<file path="config.mk">
export PLATFORM = sky130hd
export DESIGN_NAME = seg_scan_ctrl_flat
export DESIGN_NICKNAME = d
export VERILOG_FILES = /design/src/rtl/seg_scan_ctrl_if.sv /design/src/rtl/seg_scan_ctrl.sv /design/src/flat_wrapper.sv
export SDC_FILE = /design/constraint.sdc
export NUM_CORES = 1
export LEC_CHECK = 0
export ABC_AREA = 1
export CAP_MARGIN = 10
export CORE_UTILIZATION = 53
export DETAILED_ROUTE_END_ITERATION = 6
export GPL_ROUTABILITY_DRIVEN = 0
export GPL_TIMING_DRIVEN = 0
export PLACE_DENSITY = 0.79
export SYNTH_ARGS = -nofsm -noshare
export SYNTH_HDL_FRONTEND = slang
export SYNTH_SLANG_ARGS = --single-unit
</file>
<file path="constraint.sdc">
create_clock -name clk -period 1.6 [get_ports clk]
set_input_delay 0.16 -clock clk [delete_from_list [all_inputs] [get_ports clk]]
set_output_delay 0.16 -clock clk [all_outputs]
set_load 0.05 [all_outputs]
</file>
<file path="src/rtl/seg_scan_ctrl_if.sv">
// -----------------------------------------------------------------------------
// seg_scan_ctrl_if
//
// Purpose:
//   Write-side bus of the seven-segment scan controller. The CPU MMIO block
//   pushes 16-bit display updates over a valid/ready handshake.
//
// Signals:
//   wr_valid  requester -> controller  update request (held until accepted)
//   wr_ready  controller -> requester  controller can take an update
//   wr_data   requester -> controller  new value, digit i = wr_data[4i+3:4i]
//   wr_mask   requester -> controller  per-digit write enable
//
// Modports:
//   master : CPU / MMIO side (drives valid, data, mask)
//   slave  : seg_scan_ctrl (drives ready)
// -----------------------------------------------------------------------------
interface seg_scan_ctrl_if;

  logic        wr_valid;
  logic        wr_ready;
  logic [15:0] wr_data;
  logic [3:0]  wr_mask;

  modport master (
    output wr_valid,
    output wr_data,
    output wr_mask,
    input  wr_ready
  );

  modport slave (
    input  wr_valid,
    input  wr_data,
    input  wr_mask,
    output wr_ready
  );

endinterface : seg_scan_ctrl_if

</file>
<file path="src/rtl/seg_scan_ctrl.sv">
// -----------------------------------------------------------------------------
// seg_scan_ctrl
//
// Purpose:
//   Scan controller for a 4-digit seven-segment display.
//   - Accepts 16-bit display updates over a valid/ready handshake and holds
//     them in a pending register until the next frame boundary, so a frame
//     is never drawn with a mix of old and new digits.
//   - Scans one digit per slot of CLK_DIV cycles; the first BLANK_CYC cycles
//     of every slot keep all enables off so the previous digit's segments
//     can discharge (anti-ghosting).
//   - Applies 3-bit PWM brightness: a lit slot is gated by pwm <= bright,
//     giving (bright+1)/8 duty.
//   - Feeds the digit enables and the selected 4-bit digit value to the
//     external hex-to-segment decoder.
//
// Parameters:
//   CLK_DIV    clk cycles per digit slot, 2 .. 2^20
//   BLANK_CYC  blanking cycles at the start of each slot, < CLK_DIV
//
// Ports:
//   clk         in   system clock
//   rst         in   asynchronous, active-low reset
//   wr          slave modport of seg_scan_ctrl_if (valid/ready/data/mask)
//   bright      in   [2:0] brightness, 0 = 1/8 duty, 7 = full
//   lz_en       in   leading-zero suppression enable (SEG_LZ_SUPPRESS_EN only)
//   ena         out  [3:0] one-hot digit enable, bit0 = rightmost digit
//   num         out  [3:0] digit value for the segment decoder
//   disp_val    out  [15:0] currently committed display value
//   frame_done  out  one-cycle pulse after the last cycle of slot 3
//
// Build option:
//   SEG_LZ_SUPPRESS_EN  when defined, adds lz_en. With lz_en=1, digit i
//                       (i=3..1) stays dark while digits 3..i of disp_val are
//                       all zero. Digit 0 is always shown.
// -----------------------------------------------------------------------------
module seg_scan_ctrl #(
  parameter int unsigned CLK_DIV   = 100000,
  parameter int unsigned BLANK_CYC = 1000
) (
  input  logic           clk,
  input  logic           rst,
  seg_scan_ctrl_if.slave wr,
  input  logic [2:0]     bright,
`ifdef SEG_LZ_SUPPRESS_EN
  input  logic           lz_en,
`endif
  output logic [3:0]     ena,
  output logic [3:0]     num,
  output logic [15:0]    disp_val,
  output logic           frame_done
);

  // ---------------------------------------------------------------------------
  // Constants
  // ---------------------------------------------------------------------------
  localparam int unsigned    CNT_W     = $clog2(CLK_DIV);
  localparam logic [CNT_W-1:0] CNT_LAST  = CNT_W'(CLK_DIV - 1);
  localparam logic [CNT_W-1:0] BLANK_END = CNT_W'(BLANK_CYC);

  // Position inside a digit slot.
  typedef enum logic {
    SLOT_BLANK = 1'b0,   // anti-ghosting window, all enables off
    SLOT_ON    = 1'b1    // digit may be lit, subject to PWM
  } slot_state_e;

  // ---------------------------------------------------------------------------
  // State
  // ---------------------------------------------------------------------------
  logic [CNT_W-1:0] cnt_q,        cnt_d;        // cycle within slot
  logic [1:0]       scan_q,       scan_d;       // active digit slot
  logic [2:0]       pwm_q,        pwm_d;        // free-running PWM phase
  logic             pend_flag_q,  pend_flag_d;  // an accepted update waits
  logic [15:0]      pend_val_q,   pend_val_d;   // merged value to commit
  logic [15:0]      disp_val_q,   disp_val_d;   // committed display value
  logic [3:0]       ena_q,        ena_d;
  logic [3:0]       num_q,        num_d;
  logic             frame_done_q, frame_done_d;

  // ---------------------------------------------------------------------------
  // Decode of the current scan position
  // ---------------------------------------------------------------------------
  slot_state_e slot_state;
  logic        cnt_wrap;     // last cycle of the current slot
  logic        frame_end;    // last cycle of slot 3: the commit point
  logic        pwm_on;       // PWM phase inside the lit part of the period
  logic        digit_sup;    // current digit suppressed as a leading zero
  logic        wr_xfer;      // handshake completes on this edge
  logic [15:0] wr_merged;    // committed value with masked digits replaced

  assign cnt_wrap   = (cnt_q == CNT_LAST);
  assign frame_end  = cnt_wrap && (scan_q == 2'd3);
  assign slot_state = (cnt_q < BLANK_END) ? SLOT_BLANK : SLOT_ON;
  assign pwm_on     = (pwm_q <= bright);

  // Ready only depends on the pending flag: a single pending slot means a
  // second update can never overwrite one that has not yet been shown.
  assign wr.wr_ready = ~pend_flag_q;
  assign wr_xfer     = wr.wr_valid & ~pend_flag_q;

`ifdef SEG_LZ_SUPPRESS_EN
  // lead_zero[i] = digits 3..i of the committed value are all zero.
  // Bit 0 stays 0 so the rightmost digit is never suppressed.
  logic [3:0] lead_zero;

  always_comb begin
    lead_zero    = 4'b0000;
    lead_zero[3] = (disp_val_q[15:12] == 4'h0);
    lead_zero[2] = lead_zero[3] && (disp_val_q[11:8] == 4'h0);
    lead_zero[1] = lead_zero[2] && (disp_val_q[7:4]  == 4'h0);
  end

  assign digit_sup = lz_en & lead_zero[scan_q];
`else
  assign digit_sup = 1'b0;
`endif

  // ---------------------------------------------------------------------------
  // Write merge: a 0 mask bit keeps the committed digit. The merge is taken
  // against disp_val at transfer time; disp_val cannot change between the
  // transfer and the commit because only the pending value ever commits.
  // ---------------------------------------------------------------------------
  always_comb begin
    wr_merged = disp_val_q;
    for (int i = 0; i < 4; i++) begin
      if (wr.wr_mask[i]) begin
        wr_merged[4*i +: 4] = wr.wr_data[4*i +: 4];
      end
    end
  end

  // ---------------------------------------------------------------------------
  // Slot / scan / PWM counters
  // ---------------------------------------------------------------------------
  always_comb begin
    // NOTE: every variable written in a combinational block gets a default
    // first, so no path leaves it unassigned and no latch is inferred.
    cnt_d  = cnt_q + 1'b1;
    scan_d = scan_q;
    pwm_d  = pwm_q + 3'd1;

    if (cnt_wrap) begin
      cnt_d  = '0;
      scan_d = scan_q + 2'd1;
    end
  end

  // ---------------------------------------------------------------------------
  // Pending update and frame-boundary commit
  //
  // A transfer only happens with the pending flag clear, and a commit only
  // happens with it set, so the two never act on the same edge. A transfer
  // landing on the boundary cycle therefore waits a whole frame to commit.
  // ---------------------------------------------------------------------------
  always_comb begin
    pend_flag_d = pend_flag_q;
    pend_val_d  = pend_val_q;
    disp_val_d  = disp_val_q;

    if (frame_end && pend_flag_q) begin
      disp_val_d  = pend_val_q;
      pend_flag_d = 1'b0;
    end

    if (wr_xfer) begin
      pend_val_d  = wr_merged;
      pend_flag_d = 1'b1;
    end
  end

  // ---------------------------------------------------------------------------
  // Display outputs, registered one cycle behind the scan position
  // ---------------------------------------------------------------------------
  always_comb begin
    ena_d        = 4'b0000;
    num_d        = disp_val_q[{scan_q, 2'b00} +: 4];
    frame_done_d = frame_end;

    if ((slot_state == SLOT_ON) && pwm_on && !digit_sup) begin
      ena_d = 4'b0001 << scan_q;
    end
  end

  // ---------------------------------------------------------------------------
  // State registers
  // ---------------------------------------------------------------------------
  // NOTE: sequential state uses non-blocking assignments so every flop
  // samples the pre-edge values, independent of statement order.
  // NOTE: the pending value register is reset along with the flag; it is a
  // single 16-bit word, and clearing it keeps its contents defined after a
  // reset that discards an in-flight update.
  always_ff @(posedge clk or negedge rst) begin
    if (!rst) begin
      cnt_q        <= '0;
      scan_q       <= 2'd0;
      pwm_q        <= 3'd0;
      pend_flag_q  <= 1'b0;
      pend_val_q   <= 16'h0000;
      disp_val_q   <= 16'h0000;
      ena_q        <= 4'b0000;
      num_q        <= 4'h0;
      frame_done_q <= 1'b0;
    end else begin
      cnt_q        <= cnt_d;
      scan_q       <= scan_d;
      pwm_q        <= pwm_d;
      pend_flag_q  <= pend_flag_d;
      pend_val_q   <= pend_val_d;
      disp_val_q   <= disp_val_d;
      ena_q        <= ena_d;
      num_q        <= num_d;
      frame_done_q <= frame_done_d;
    end
  end

  assign ena        = ena_q;
  assign num        = num_q;
  assign disp_val   = disp_val_q;
  assign frame_done = frame_done_q;

  // At most one digit may ever be driven.
  a_ena_onehot0 : assert property (@(posedge clk) disable iff (!rst) $onehot0(ena_q));

endmodule : seg_scan_ctrl

</file>
<file path="src/flat_wrapper.sv">
// flat-port wrapper written by rule: the top's interface ports become plain ports
module seg_scan_ctrl_flat 
#(
  parameter int unsigned CLK_DIV   = 100000,
  parameter int unsigned BLANK_CYC = 1000
)
  (clk, rst, bright, ena, num, disp_val, frame_done, wr_wr_valid, wr_wr_data, wr_wr_mask, wr_wr_ready);
  seg_scan_ctrl_if wr_i ();
  input  logic clk;
  input  logic rst;
  input  logic [2:0] bright;
  output logic [3:0] ena;
  output logic [3:0] num;
  output logic [15:0] disp_val;
  output logic frame_done;
  input wire logic [$bits(wr_i.wr_valid)-1:0] wr_wr_valid;
  input wire logic [$bits(wr_i.wr_data)-1:0] wr_wr_data;
  input wire logic [$bits(wr_i.wr_mask)-1:0] wr_wr_mask;
  output wire logic [$bits(wr_i.wr_ready)-1:0] wr_wr_ready;
  assign wr_i.wr_valid = wr_wr_valid;
  assign wr_i.wr_data = wr_wr_data;
  assign wr_i.wr_mask = wr_wr_mask;
  assign wr_wr_ready = wr_i.wr_ready;
  seg_scan_ctrl #(.CLK_DIV(CLK_DIV), .BLANK_CYC(BLANK_CYC)) u_core (.clk(clk), .rst(rst), .wr(wr_i), .bright(bright), .ena(ena), .num(num), .disp_val(disp_val), .frame_done(frame_done));
endmodule
</file>
==> metrics.cfg, run 1 <==
[setup_path]
path_class = reg2reg
crit_path_max_incr_delay_ns = 0.38
worstPathMaxFanout = 5
critPathArrivalTime_ns = 1.83
cp-startpoint = u_core.cnt_q[0]
critPathCaptureType = flip-flop
crit_path_frequent_cell = nor2_4
startpoint_type = flip-flop
slowest_stage = dfrtp_1
reg2reg_from = u_core.cnt_q[0]
crit_chain = ha_2 -> nand2_2 -> nor2_4 -> nand3_2 -> nor2_4 -> buf_2 -> nand4_1 -> nand2_1
crit_family = simple AND/OR/NAND/NOR gates
worstPathRequired_ns = 1.88
crit_buf_inv = 1

[timing]
finalSetupViolations = 0
min_period_ns = 1.55
setup_tns_ns = 0
hold_viol = 0
clock.fmax_mhz = 645
finalCritPeriodShare = 0.969
slew_headroom = 0.412
finalMaxSlewViolations = 0
tightest_slew_ns = 0.882
fin_skew_ns = 0.0111

[synthesis]
synth.mux.area_fraction = 0
yosysWarnings = 0
synth_top_family_by_area = simple AND/OR/NAND/NOR gates
yosysUniqueCellTypes = 27
synth_compound_area_frac = 0.0803
yosys.area_share.simple = 0.270
synthAdderAreaFrac = 0.0365
synthXorXnorAreaFrac = 0.0199
yosysSeqAreaShare = 0.519
synth.ff_latch_count = 64
synth_cells = 364
syn-num-nets = 399
avgSynthCellArea_sq_um = 8.47
netlist_area_sq_mm = 0.00308

[place]
io_buffer_count = 51
dp_hpwl_um = 5070

[floorplan]
chipHeight_um = 78.3
start_util = 0.553
ios = 52
die_w_um = 78.3
dieArea_sq_mm = 0.00613
design.core.area_sq_mm = 0.00557
rows = 27

[final_layout]
antennaDiodeCount = 0
final_cell_mix = nand2_1 (92), dfrtp_1 (63), nor2_1 (48)
fin_nets = 472
area_growth_pct = 28.0
final_common_cell = nand2_1
final_layout_size_suffix_gt1_frac = 0.123
utilization = 0.708

[clock_network]
cts_sinks = 64
cts_root_buf = clkbuf_8
cts_made_buffers = 9
cts_buffer_depth = 2
cts.htree.levels = 3
clkTransAtPathRegs_ns = 0.07
clk-insertion-delay-late_ns = 0.34
cts_tree = done

[power]
p_leak_uw = 0.00207
p_total_uw = 3200
p_per_area_mw_per_mm2 = 811
irDropWorstVdd_mv = 0.591

[grt]
grt_overflow = 0
grt_pass1_vias = 2693
grt_max_degree = 41
grt_usage = 0.262
grt_pass1_wl_um = 12200
grt_antenna_before_repair = 0

[outcome]
status = finished clean

[job]
cap_violations = 0

[routing]
drtIter0Drc = 145
via_count = 2735
drtPass1Iterations = 4
ant_nets = 0
routedWlPerCell_um = 14.4
drcViolationCount = 0
avgViaCountPerCell = 5.34
routed_wl_um = 7390

[hold_path]
hp-class = in2reg
holdCritStartpoint = wr_wr_data[10]

-- worst min-delay path: stages --
cell and delay (ns):
clkdlybuf4s50_1 0.40, nand2_1 0.05, a31oi_1 0.07
-- metal layers --
metal,global-route usage,routed length [um],vias to the layer above
li1,-,-,1326
met1,0.305,3080,1304
met2,0.476,3800,85
met3,0.0477,330,20
met4,0.0981,180,0
met5,0,0,-
-- timing repair --
item                                    4_1_cts  5_1_grt
endpoints found under the hold margin        39        0
pin swaps                                     1        2
resized for setup                            32       10
gates cloned                                  0        1
endpoints found under the setup margin       36       30
buffers inserted                              2        6
hold buffers                                  1        0
-- where the power goes --
part / leakage, uW / switching (uW) / internal, uW
sequential: 0.000837 / 29.7 / 1670
combinational: 0.00114 / 88.0 / 99.1
clock: 0.0000880 / 612 / 697
total: 0.00207 / 730 / 2470
-- final timing paths --
| path | cells past startpoint | slack, ns | endpoint |
|---|---|---|---|
| min | 3 | 0.37 | u_core.pend_val_q[10] |
| max reg2reg | 8 | 0.05 | u_core.disp_val[7] |
| max in group asynchronous | 3 | 0.48 | u_core.cnt_q[16] |
| min reg2reg | 1 | 0.46 | u_core.pwm_q[0] |
| max | 8 | 0.05 | u_core.disp_val[7] |
| min in group asynchronous | 2 | 0.47 | u_core.cnt_q[9] |
-- cell type report --
type / instances / area (sq um)
clock buffer: 10 / 128
timing repair buffer: 62 / 567
clock inverter: 4 / 47.5
sequential: 64 / 1600
buffer: 11 / 83.8
fill: 466 / 1630
inverter: 41 / 154
tap: 72 / 90.1
multi-input combinational: 248 / 1280
-- cells in the mapped netlist (all sizes together) --
master / instances / area (sq um)
clkbuf: 1 / 3.75
ha: 9 / 113
a21oi: 3 / 15.0
nor3: 7 / 35.0
a21boi: 1 / 7.51
nor2: 55 / 234
nand3: 13 / 65.1
inv: 39 / 146
buf: 10 / 71.3
o21ai: 16 / 80.1
xnor2: 1 / 8.76
dfrtp: 64 / 1600
o22ai: 4 / 25.0
a31oi: 18 / 113
clkinv: 2 / 7.51
nand4: 20 / 140
xor2: 6 / 52.6
o21bai: 1 / 7.51
nand2: 94 / 358
-- state kept, by name (all words and copies together) (netlist names) --
register / flops
u_core.frame_done: 1
u_core.cnt_q: 17
u_core.disp_val: 16
u_core.num: 4
u_core.scan_q: 2
u_core.ena: 4
u_core.pend_flag_q: 1
u_core.pwm_q: 3
u_core.pend_val_q: 16
-- cell families (layout without fill, tap and decap cells) --
kind of cell             Yosys count  after routing
AO/OA/AOI/OAI                     43             43
XOR/XNOR                           7              7
adder cells (fa/ha/maj)            9              9
buffers and inverters             52            128
flip-flops                        64             64
AND/OR/NAND/NOR                  189            189
-- through the flow --
step / std cells / setup WS (ns) / cell area [sq um] / hold WS [ns]
after CTS: 505 / 0.00105 / 3870 / 0.370
final: 512 / 0.0496 / 3950 / 0.374
after global placement: 487 / -1.67 / 3680 / 0.431
after global routing: 512 / -0.0349 / 3950 / 0.392
after detailed placement: 488 / -0.227 / 3700 / 0.331
after floorplan: 364 / 0.171 / 3080 / -0.136
(Power assumes the default switching activity.)
==> inputs of run 2 (changes only) <==
--- a/config.mk
+++ b/config.mk
@@ -10,7 +10,6 @@
 export CORE_UTILIZATION = 53
 export DETAILED_ROUTE_END_ITERATION = 6
 export GPL_ROUTABILITY_DRIVEN = 0
-export GPL_TIMING_DRIVEN = 0
 export PLACE_DENSITY = 0.79
 export SYNTH_ARGS = -nofsm -noshare
 export SYNTH_HDL_FRONTEND = slang
==> run 2 against run 1 <==
  * Global-route usage down 1.4 points
  * Worst hold slack worse by 0.012 ns
  * Total power down 5.0%
  * Critical path depth unchanged
  * Register-to-register slack better by 0.03 ns
==> metrics.cfg, run 2 (synthesized netlist as in run 1, its figures left out) <==
[outcome]
status = finished clean

[final_layout]
final_layout_size_suffix_gt1_frac = 0.162  ; +0.0393
area_growth_pct = 26.0
fin_nets = 464  ; -1.7%
final_cell_mix = nand2_1 (92), dfrtp_1 (63), nor2_1 (47)
largest_register_ffs = 17  ; unchanged
antennaDiodeCount = 0  ; unchanged
stdcell_area_sq_mm = 0.00389  ; -1.6%
fin_cells = 504  ; -1.6%
final_common_cell = nand2_1
top_register = u_core.cnt_q

[setup_path]
worstPathRequired_ns = 1.87  ; about the same
slowest_stage = dfrtp_1
path_class = reg2reg
worstPathMaxFanout = 11  ; +6
crit_chain = ha_2 -> nand2_2 -> nor2_4 -> nand3_1 -> nor2_4 -> buf_12 -> nand4_1 -> nand2_1
crit_path_frequent_cell = nor2_4
crit_path_max_incr_delay_ns = 0.37  ; about the same
critPathArrivalTime_ns = 1.79  ; -0.04 ns
crit_buf_inv = 1  ; unchanged
critPathCaptureType = flip-flop
crit_family = simple AND/OR/NAND/NOR gates
cp.depth = 8  ; unchanged
startpoint_type = flip-flop
reg2reg_depth = 8  ; unchanged

[power]
p_sw_uw = 681  ; -6.8%
p_per_area_mw_per_mm2 = 783  ; -3.4%
p_total_uw = 3040  ; -5.0%
p_seq_frac = 0.561  ; +0.028
power_frac_clock = 0.377  ; -0.032
irDropWorstVdd_mv = 0.605  ; +2.4%
p_int_uw = 2360  ; -4.4%
pwr-share-comb = 0.062  ; +0.004
p_leak_uw = 0.00195  ; -5.8%
swShare = 0.224  ; -0.00438

[clock_network]
cts_sinks = 64  ; unchanged
clkTransAtPathRegs_ns = 0.06  ; about the same
cts_buffer_depth = 2  ; unchanged
clk-insertion-delay-late_ns = 0.33  ; about the same
cts_made_buffers = 9  ; unchanged
cts_tree = done
cts.htree.levels = 3  ; unchanged
cts_root_buf = clkbuf_8

[grt]
grt_antenna_before_repair = 0  ; unchanged
grt_pass1_wl_um = 11600  ; -4.9%
grt_max_degree = 65  ; +59%
grt_overflow = 0  ; unchanged
grt_usage = 0.247  ; -0.0143
grt_pass1_vias = 2567  ; -4.7%

[routing]
drcViolationCount = 0  ; unchanged
ant_nets = 0  ; unchanged
wl_met1_um = 2990  ; -2.8%
wl_met3_um = 275  ; -17%
routed_wl_um = 6940  ; -6.1%
via_count = 2689  ; -1.7%
routedWlPerCell_um = 13.8  ; -4.7%
drtPass1Iterations = 4  ; unchanged
topRoutingLayerUsed = met4
met2_length_um = 3510  ; -7.8%
drtIter0Drc = 103  ; -29%
avgViaCountPerCell = 5.34  ; -0.12%

[job]
cap_violations = 0  ; unchanged

[timing]
min_period_ns = 1.52  ; -0.0303 ns
clock.fmax_mhz = 658  ; +2.0%
slew_headroom = 0.775  ; +0.363
layout_setup_ws_ns = 0.0800  ; +0.0303 ns
fin_skew_ns = 0.00523  ; -0.00585 ns
finalSetupViolations = 0  ; unchanged
rsz0062_at_grt = true
finalMaxSlewViolations = 0  ; unchanged
finalCritPeriodShare = 0.950  ; -0.0190
hold_viol = 0  ; unchanged
tightest_slew_ns = 0.337  ; -0.544 ns
hold_slack_ns = 0.362  ; -0.0119 ns

[floorplan]
die_w_um = 78.3  ; unchanged
chipHeight_um = 78.3  ; unchanged
design.core.area_sq_mm = 0.00557  ; unchanged
start_util = 0.553  ; unchanged
rows = 27  ; unchanged
ios = 52  ; unchanged
dieArea_sq_mm = 0.00613  ; unchanged

[place]
dpl-instance-area_sq_mm = 0.00366  ; -1.1%
dp_worst_setup_slack_ns = 0.0144  ; +0.241 ns
dp_hpwl_um = 4920  ; -2.8%
io_buffer_count = 51  ; unchanged
dp_cells = 485  ; -0.61%

[hold_path]
hp-class = in2async

run 2: cell count changes in the layout (fill, tap and decap cells not counted), moves of 3 or more:
cell and delta:
buf_12 +3, buf_4 +24, buf_6 -4, dlygate4sd2_1 -25, buf_2 -5
run 2: worst paths after layout:
kind	slack, ns	startpoint	end
worst max register to register	0.08	u_core.cnt_q[1]	u_core.disp_val[14]
worst min register to register	0.45	u_core.pwm_q[0]	u_core.pwm_q[0]
min in group clk	0.39	wr_wr_data[10]	u_core.pend_val_q[10]
worst max-delay path	0.08	u_core.cnt_q[1]	u_core.disp_val[14]
max in group asynchronous	0.95	rst	u_core.pend_flag_q
worst min-delay path	0.36	rst	u_core.pend_val_q[12]
run 2: area by class of cell:
class / instances / area [sq um]
Clock buffer: 13 / 149
Tap cell: 72 / 90.1
Inverter: 41 / 154
Fill cell: 441 / 1690
Multi-Input combinational cell: 249 / 1290
Clock inverter: 1 / 5.00
Sequential cell: 64 / 1600
Timing Repair Buffer: 64 / 591
run 2: per-layer routing:
layer,vias to the layer above,GRT usage
li1,1316,-
met1,1277,0.301
met2,77,0.414
met3,19,0.0465
met4,0,0.135
met5,-,0
run 2: power groups by stage:
stage               Clock (uW)  Combinational [uW]  Sequential [uW]
floorplan                    0                72.8             1730
global placement             0                 182             1730
detailed placement           0                 190             1740
CTS                       1170                 192             1710
global route              1250                 215             1710
finish                    1150                 187             1710
run 2: through the flow:
| step | TNS (ns) | utilization |
|---|---|---|
| 2_1_floorplan | 0 | - |
| 6_report | 0 | 0.697 |
| 3_3_place_gp | 0 | 0.657 |
| 5_1_grt | -0.130 | 0.697 |
| 3_5_place_dp | 0 | 0.657 |
| 4_1_cts | 0 | 0.686 |
run 2: timing repair:
| item | CTS | global route |
|---|---|---|
| buffers inserted | 0 | 3 |
| hold endpoints to repair | 64 | 0 |
| hold buffers | 1 | 0 |
| resized for setup | 0 | 8 |
| endpoints found under the setup margin | 0 | 22 |
run 2: worst register-to-register path, stage by stage, from the launching register on:
cell and delay [ns]:
dfrtp_1 0.37, ha_2 0.20, nand2_2 0.08, nor2_4 0.19, nand3_1 0.14, nor2_4 0.17
buf_12 0.15, nand4_1 0.09, nand2_1 0.09
